## src/rtl/vga_sprite_overlay.sv

```systemverilog
// vga_sprite_overlay: multi-slot double-buffered character sprite engine composited over a background.
// Slot word layout: {en[39], fg[38:27], ys[26:18], xs[17:8], char[7:0]}.
module vga_sprite_overlay #(
    parameter int          NUM_SLOTS = 4,
    parameter int          SPRITE_W  = 50,
    parameter int          SPRITE_H  = 50,
    parameter int          ADDR_W    = 18,
    parameter logic [31:0] BASE_ADDR = 32'h2000
) (
    input  logic              clk,
    input  logic              reset,
    input  logic              pix_en,
    input  logic [9:0]        x,
    input  logic [8:0]        y,
    input  logic              active,
    input  logic              screen_end,
    input  logic [31:0]       proc_addr,
    input  logic [31:0]       proc_data,
    input  logic              proc_we,
    output logic [ADDR_W-1:0] sprite_addr,
    input  logic              sprite_bit,
    output logic [11:0]       rgb,
    output logic              frame_irq
);
    localparam logic [39:0] SLOT_RST = 40'h20;

    logic [39:0]       pend_q [NUM_SLOTS];
    logic [39:0]       pend_d [NUM_SLOTS];
    logic [39:0]       live_q [NUM_SLOTS];
    logic [11:0]       pbg_q, pbg_d, lbg_q;
    logic [31:0]       off;
    logic              wr_slot, wr_bg;
    logic              hit_d, hit_q, act_q, v1_q;
    logic [11:0]       fg_d, fg_q;
    logic [ADDR_W-1:0] addr_d, addr_q;
    logic [11:0]       rgb_q;
    logic              irq_q;
    logic [10:0]       xx, yy, sx, sy;
    logic [7:0]        c;
    logic              unused_ok;

    assign off       = proc_addr - BASE_ADDR;
    assign wr_slot   = proc_we && off[1:0] == 2'd0 && off < 32'(16 * NUM_SLOTS);
    assign wr_bg     = proc_we && off == 32'(16 * NUM_SLOTS);
    assign xx        = {1'b0, x};
    assign yy        = {2'b0, y};
    assign unused_ok = ^proc_data[31:13];

    always_comb begin
        pend_d = pend_q;
        pbg_d  = wr_bg ? proc_data[11:0] : pbg_q;
        for (int i = 0; i < NUM_SLOTS; i++) begin
            if (wr_slot && off[7:4] == 4'(i)) begin
                case (off[3:2])
                    2'd0: pend_d[i][7:0]   = proc_data[7:0];
                    2'd1: pend_d[i][17:8]  = proc_data[9:0];
                    2'd2: pend_d[i][26:18] = proc_data[8:0];
                    default: pend_d[i][39:27] = proc_data[12:0];
                endcase
            end
        end
    end

    // Scan high to low so the lowest-index hit overrides the rest.
    always_comb begin
        hit_d  = 1'b0;
        fg_d   = 12'h000;
        addr_d = addr_q;
        sx     = 11'd0;
        sy     = 11'd0;
        c      = 8'd0;
        for (int i = NUM_SLOTS - 1; i >= 0; i--) begin
            sx = {1'b0, live_q[i][17:8]};
            sy = {2'b0, live_q[i][26:18]};
            c  = live_q[i][7:0];
            if (live_q[i][39] && c >= 8'd33 && c <= 8'd126 && xx >= sx && xx < sx + 11'(SPRITE_W)
                && yy >= sy && yy < sy + 11'(SPRITE_H)) begin
                hit_d  = 1'b1;
                fg_d   = live_q[i][38:27];
                addr_d = ADDR_W'(c - 8'd33) * ADDR_W'(SPRITE_W * SPRITE_H)
                       + ADDR_W'(SPRITE_W) * ADDR_W'(yy - sy) + ADDR_W'(xx - sx);
            end
        end
    end

    always_ff @(posedge clk) begin
        if (reset) begin
            for (int i = 0; i < NUM_SLOTS; i++) begin
                pend_q[i] <= SLOT_RST;
                live_q[i] <= SLOT_RST;
            end
            pbg_q  <= 12'hFFF;
            lbg_q  <= 12'hFFF;
            irq_q  <= 1'b0;
            v1_q   <= 1'b0;
            hit_q  <= 1'b0;
            act_q  <= 1'b0;
            fg_q   <= 12'h000;
            addr_q <= '0;
            rgb_q  <= 12'h000;
        end else begin
            pend_q <= pend_d;
            pbg_q  <= pbg_d;
            irq_q  <= screen_end;
            if (screen_end) begin
                live_q <= pend_d;
                lbg_q  <= pbg_d;
            end
            if (pix_en) begin
                v1_q   <= 1'b1;
                hit_q  <= hit_d;
                fg_q   <= fg_d;
                act_q  <= active;
                addr_q <= addr_d;
                rgb_q  <= !(v1_q && act_q) ? 12'h000 : (hit_q && sprite_bit) ? fg_q : lbg_q;
            end
        end
    end

    assign sprite_addr = addr_q;
    assign rgb         = rgb_q;
    assign frame_irq   = irq_q;
endmodule

```

## config.mk

```make
export PLATFORM = sky130hd
export DESIGN_NAME = vga_sprite_overlay
export DESIGN_NICKNAME = d
export VERILOG_FILES = /design/src/rtl/vga_sprite_overlay.sv
export SDC_FILE = /design/constraint.sdc
export NUM_CORES = 2
export LEC_CHECK = 0
export CORE_ASPECT_RATIO = 0.8
export CORE_UTILIZATION = 58
export CTS_BUF_LIST = sky130_fd_sc_hd__clkbuf_4 sky130_fd_sc_hd__clkbuf_8
export DETAILED_ROUTE_END_ITERATION = 10
export PLACE_DENSITY = 0.79
export SLEW_MARGIN = 20
export SYNTH_ARGS = -nofsm -noshare
export SYNTH_HDL_FRONTEND = slang
export SYNTH_SLANG_ARGS = --single-unit
```

## constraint.sdc

```tcl
create_clock -name clk -period 7.4 [get_ports clk]
set_input_delay 1.48 -clock clk [delete_from_list [all_inputs] [get_ports clk]]
set_output_delay 1.48 -clock clk [all_outputs]
set_load 0.005 [all_outputs]
```

==> results.ini <==
[outcome]
result_of_the_run=complete, no violations

[route]
drtIter0Drc=2605
first_pass_iters=6
remaining_drc_errors=0
postRouteAntennaNets=0
num_vias=29800
route.detailed.wl_per_inst_um=19.0
detail_route.vias_per_cell=5.73
detail_route.wirelength_um=98800

[logic_synthesis]
synth_edf_count=0
ys_seq_elements=390
syn-cell-area_um2=34200
yosys_warnings=0
postSynthAreaPerCell_um2=8.65
synth_seq_area_share_pct=22.8
synth_nets=4708
synthDistinctLibCells=82
share_of_async_settable_or_async_resettable_flops_after_synthesis_pct=0
postSynthCellCount=3957
synth_flop_cell=dfxtp_1

[setup_path]
rr_worst_depth=30
worst_ep_required_time_ns=7.96
sort_of_element_at_the_end_of_the_critical_path=register
critPathMostFrequentCell=xnor2_1
max_stage_delay_ns=0.42
critical_path_slowest_stage_cell=fa_1
crit_path_max_fanout=3
worst_ep_arrival_time_ns=7.77
startpoint_type=primary input
critPathKind=in -> reg
r2r_start=live_q[0]
setup.worst_path.start=y[0]
regToRegSetupSlack_ns=0.36
r2r-end=sprite_addr[17]
endpoint=sprite_addr[17]

[die]
floorplan.initialDensity_pct=58.8
ios=121
floorplan.core_area_um2=58200
floorplan.die_area_um2=60000
die_width_um=274
std_cell_rows=79
chipHeight_um=219

[cts]
clock_buffer_count_from_cts=60
tritoncts=yes
cts_root_buf=clkbuf_8
clkLatencyLatePin_ns=0.70
numClockSinks=390
cts_max_path_buffers=3
htree_levels=2
clk_transition_reported_paths_ns=0.06

[global_routing]
largest_net_degree_at_the_start_of_global_routing=155
gr-usage-all-layers_pct=32.0
grt_pass1_wl_um=151000
grt_overflow=0
grt_antenna_before_repair=6
grt_pass1_vias=27900

[finish]
final_design_instance_area_without_fill_um2=41100
post_route_cells_drive_above_1_share_pct=16.4
area_growth_syn_to_fin_pct=20.1
nets=5126
fill_cells=4350

[placement]
hpwl_um=74000
post_dp_cell_area_um2=38600
buffer_ports.inserted=101
finalWeightedCongestion=0.975

[timing]
finalCritPeriodShare_pct=97.3
finClkSkew_ns=0.0562
hold_ws_ns=0.477
worst_pin_slew_ns=1.12
timing.slew.headroom_pct=25.2
final.min_clock_period_ns=7.20
timing_hold_violations_final=0
finalMaxSlewViolations=0
setup_violations=0
clock.fmax_mhz=139

[hold_path]
worstHoldPathType=reg -> reg

[flow_run]
cap_violations=0

[state kept, by name, indices dropped and copies added, names as in the netlist]
signal / flops
c: 8
pend_q: 160
v1_q: 1
fg_q: 12
act_q: 1
frame_irq: 1
rgb: 12
hit_q: 1
lbg_q: 12
sprite_addr: 18
pbg_q: 12
live_q: 152
[synthesized netlist by cell type, types with 5 or more instances]
master / n / area share, %
a2111oi_0: 7 / 0.18
a211o_1: 6 / 0.15
a211oi_1: 196 / 4.3
a21boi_0: 17 / 0.37
a21o_1: 55 / 1.2
a21oi_1: 196 / 2.9
a221o_1: 12 / 0.35
a311o_1: 5 / 0.15
a311oi_1: 6 / 0.15
a31oi_1: 11 / 0.20
a32o_1: 5 / 0.15
and2_1: 10 / 0.18
and3_1: 16 / 0.29
buf_1: 8 / 0.088
buf_2: 11 / 0.16
clkbuf_1: 127 / 1.4
dfxtp_1: 390 / 23
fa_1: 183 / 11
ha_1: 478 / 17
inv_1: 509 / 5.6
mux2i_1: 187 / 5.5
nand2_1: 162 / 1.8
nand2b_1: 36 / 0.66
nand3_1: 29 / 0.42
nand3b_1: 11 / 0.24
nand4_1: 22 / 0.40
nor2_1: 507 / 5.6
nor2_2: 7 / 0.13
nor2b_1: 44 / 0.80
nor3_1: 57 / 0.83
nor3b_1: 6 / 0.13
nor4_1: 13 / 0.24
nor4b_1: 9 / 0.23
o2111ai_1: 10 / 0.26
o211ai_1: 27 / 0.59
o21a_1: 43 / 0.94
o21ai_0: 99 / 1.4
o21bai_1: 25 / 0.55
o31ai_1: 10 / 0.22
o41ai_1: 5 / 0.13
or2_2: 24 / 0.44
or3_1: 18 / 0.33
or4_1: 6 / 0.13
xnor2_1: 196 / 5.0
xor2_1: 83 / 2.1
[cell type report]
cell class,count,area (um^2),share of cell area [%]
inverters,511,1920,4.67
flip-flops and latches,390,7810,19.0
diodes,5,12.5,0.0304
clock inverters,14,236,0.575
well taps,769,962,2.34
repair buffers,504,4090,9.96
clock buffers,93,1160,2.82
multi-input cells,2908,24900,60.6
[kinds of logic (layout without fill, tap and decap cells)]
group,count (synthesis),count (layout),share of synthesized area (%)
flip-flops,390,390,22.8
buffers and inverters,659,1122,7.30
AO/OA/AOI/OAI,784,784,15.6
multiplexers,187,187,5.47
adder cells (fa/ha/maj),661,661,28.2
other,0,5,0
XOR/XNOR,282,282,7.33
AND/OR/NAND/NOR,994,994,13.3
[layer usage]
| layer | GRT usage [%] | vias to the layer above | part of all wire, % |
|---|---|---|---|
| met1 | 45.5 | 14100 | 45 |
| met2 | 48.8 | 1129 | 43 |
| met3 | 5.77 | 183 | 8.6 |
| met4 | 10.0 | 2 | 3.3 |
| li1 | - | 14300 | - |
| met5 | 0 | - | 0.013 |
[per-stage QoR]
step,util (%),instances,setup TNS [ns],setup WS (ns)
final,70.6,5194,0,0.198
after global routing,70.6,5189,-0.0175,-0.0175
after CTS,69.2,5179,0,0.0186
after detailed placement,66.2,5064,-7.42,-1.20
after global placement,66.2,5064,-6.74,-1.10
after floorplan,-,3957,0,0.0746
[critical path, delay by kind of cell]
family | cells | cell delay (ns)
compound gates | 9 | 1.59
buf+inv | 7 | 0.86
fa+ha+maj | 7 | 2.12
simple gates | 3 | 0.37
xor+xnor | 7 | 1.33
[placed cells by master (no fill, tap or decap), types with 73 or more instances in the layout]
cell type,instances
buf_4,396
clkbuf_8,74
nand2_1,161
dfxtp_1,389
clkdlybuf4s50_1,90
fa_1,176
xor2_1,73
inv_1,503
a211oi_1,190
xnor2_1,177
a21oi_1,164
mux2i_1,187
ha_1,454
o21ai_0,86
nor2_1,499
[worst min path at each step]
stage | start | end | slack, ns | cells after the start
2_1_floorplan | v1_q | v1_q | 0.44 | 2
3_3_place_gp | v1_q | v1_q | 0.45 | 2
3_5_place_dp | v1_q | v1_q | 0.46 | 2
4_1_cts | v1_q | v1_q | 0.47 | 2
5_1_grt | v1_q | v1_q | 0.48 | 2
6_report | v1_q | v1_q | 0.48 | 2
[repair_timing]
item | 4_1_cts | 5_1_grt
pin swaps | 42 | 95
hold buffers | 0 | 0
endpoints found under the hold margin | 0 | 0
endpoints found under the setup margin | 6 | 7
gates resized for setup | 63 | 152
buffers inserted | 9 | 11
Power is not shown: default switching activity piles up to over one toggle a cycle in this logic, so the estimate is an artifact.
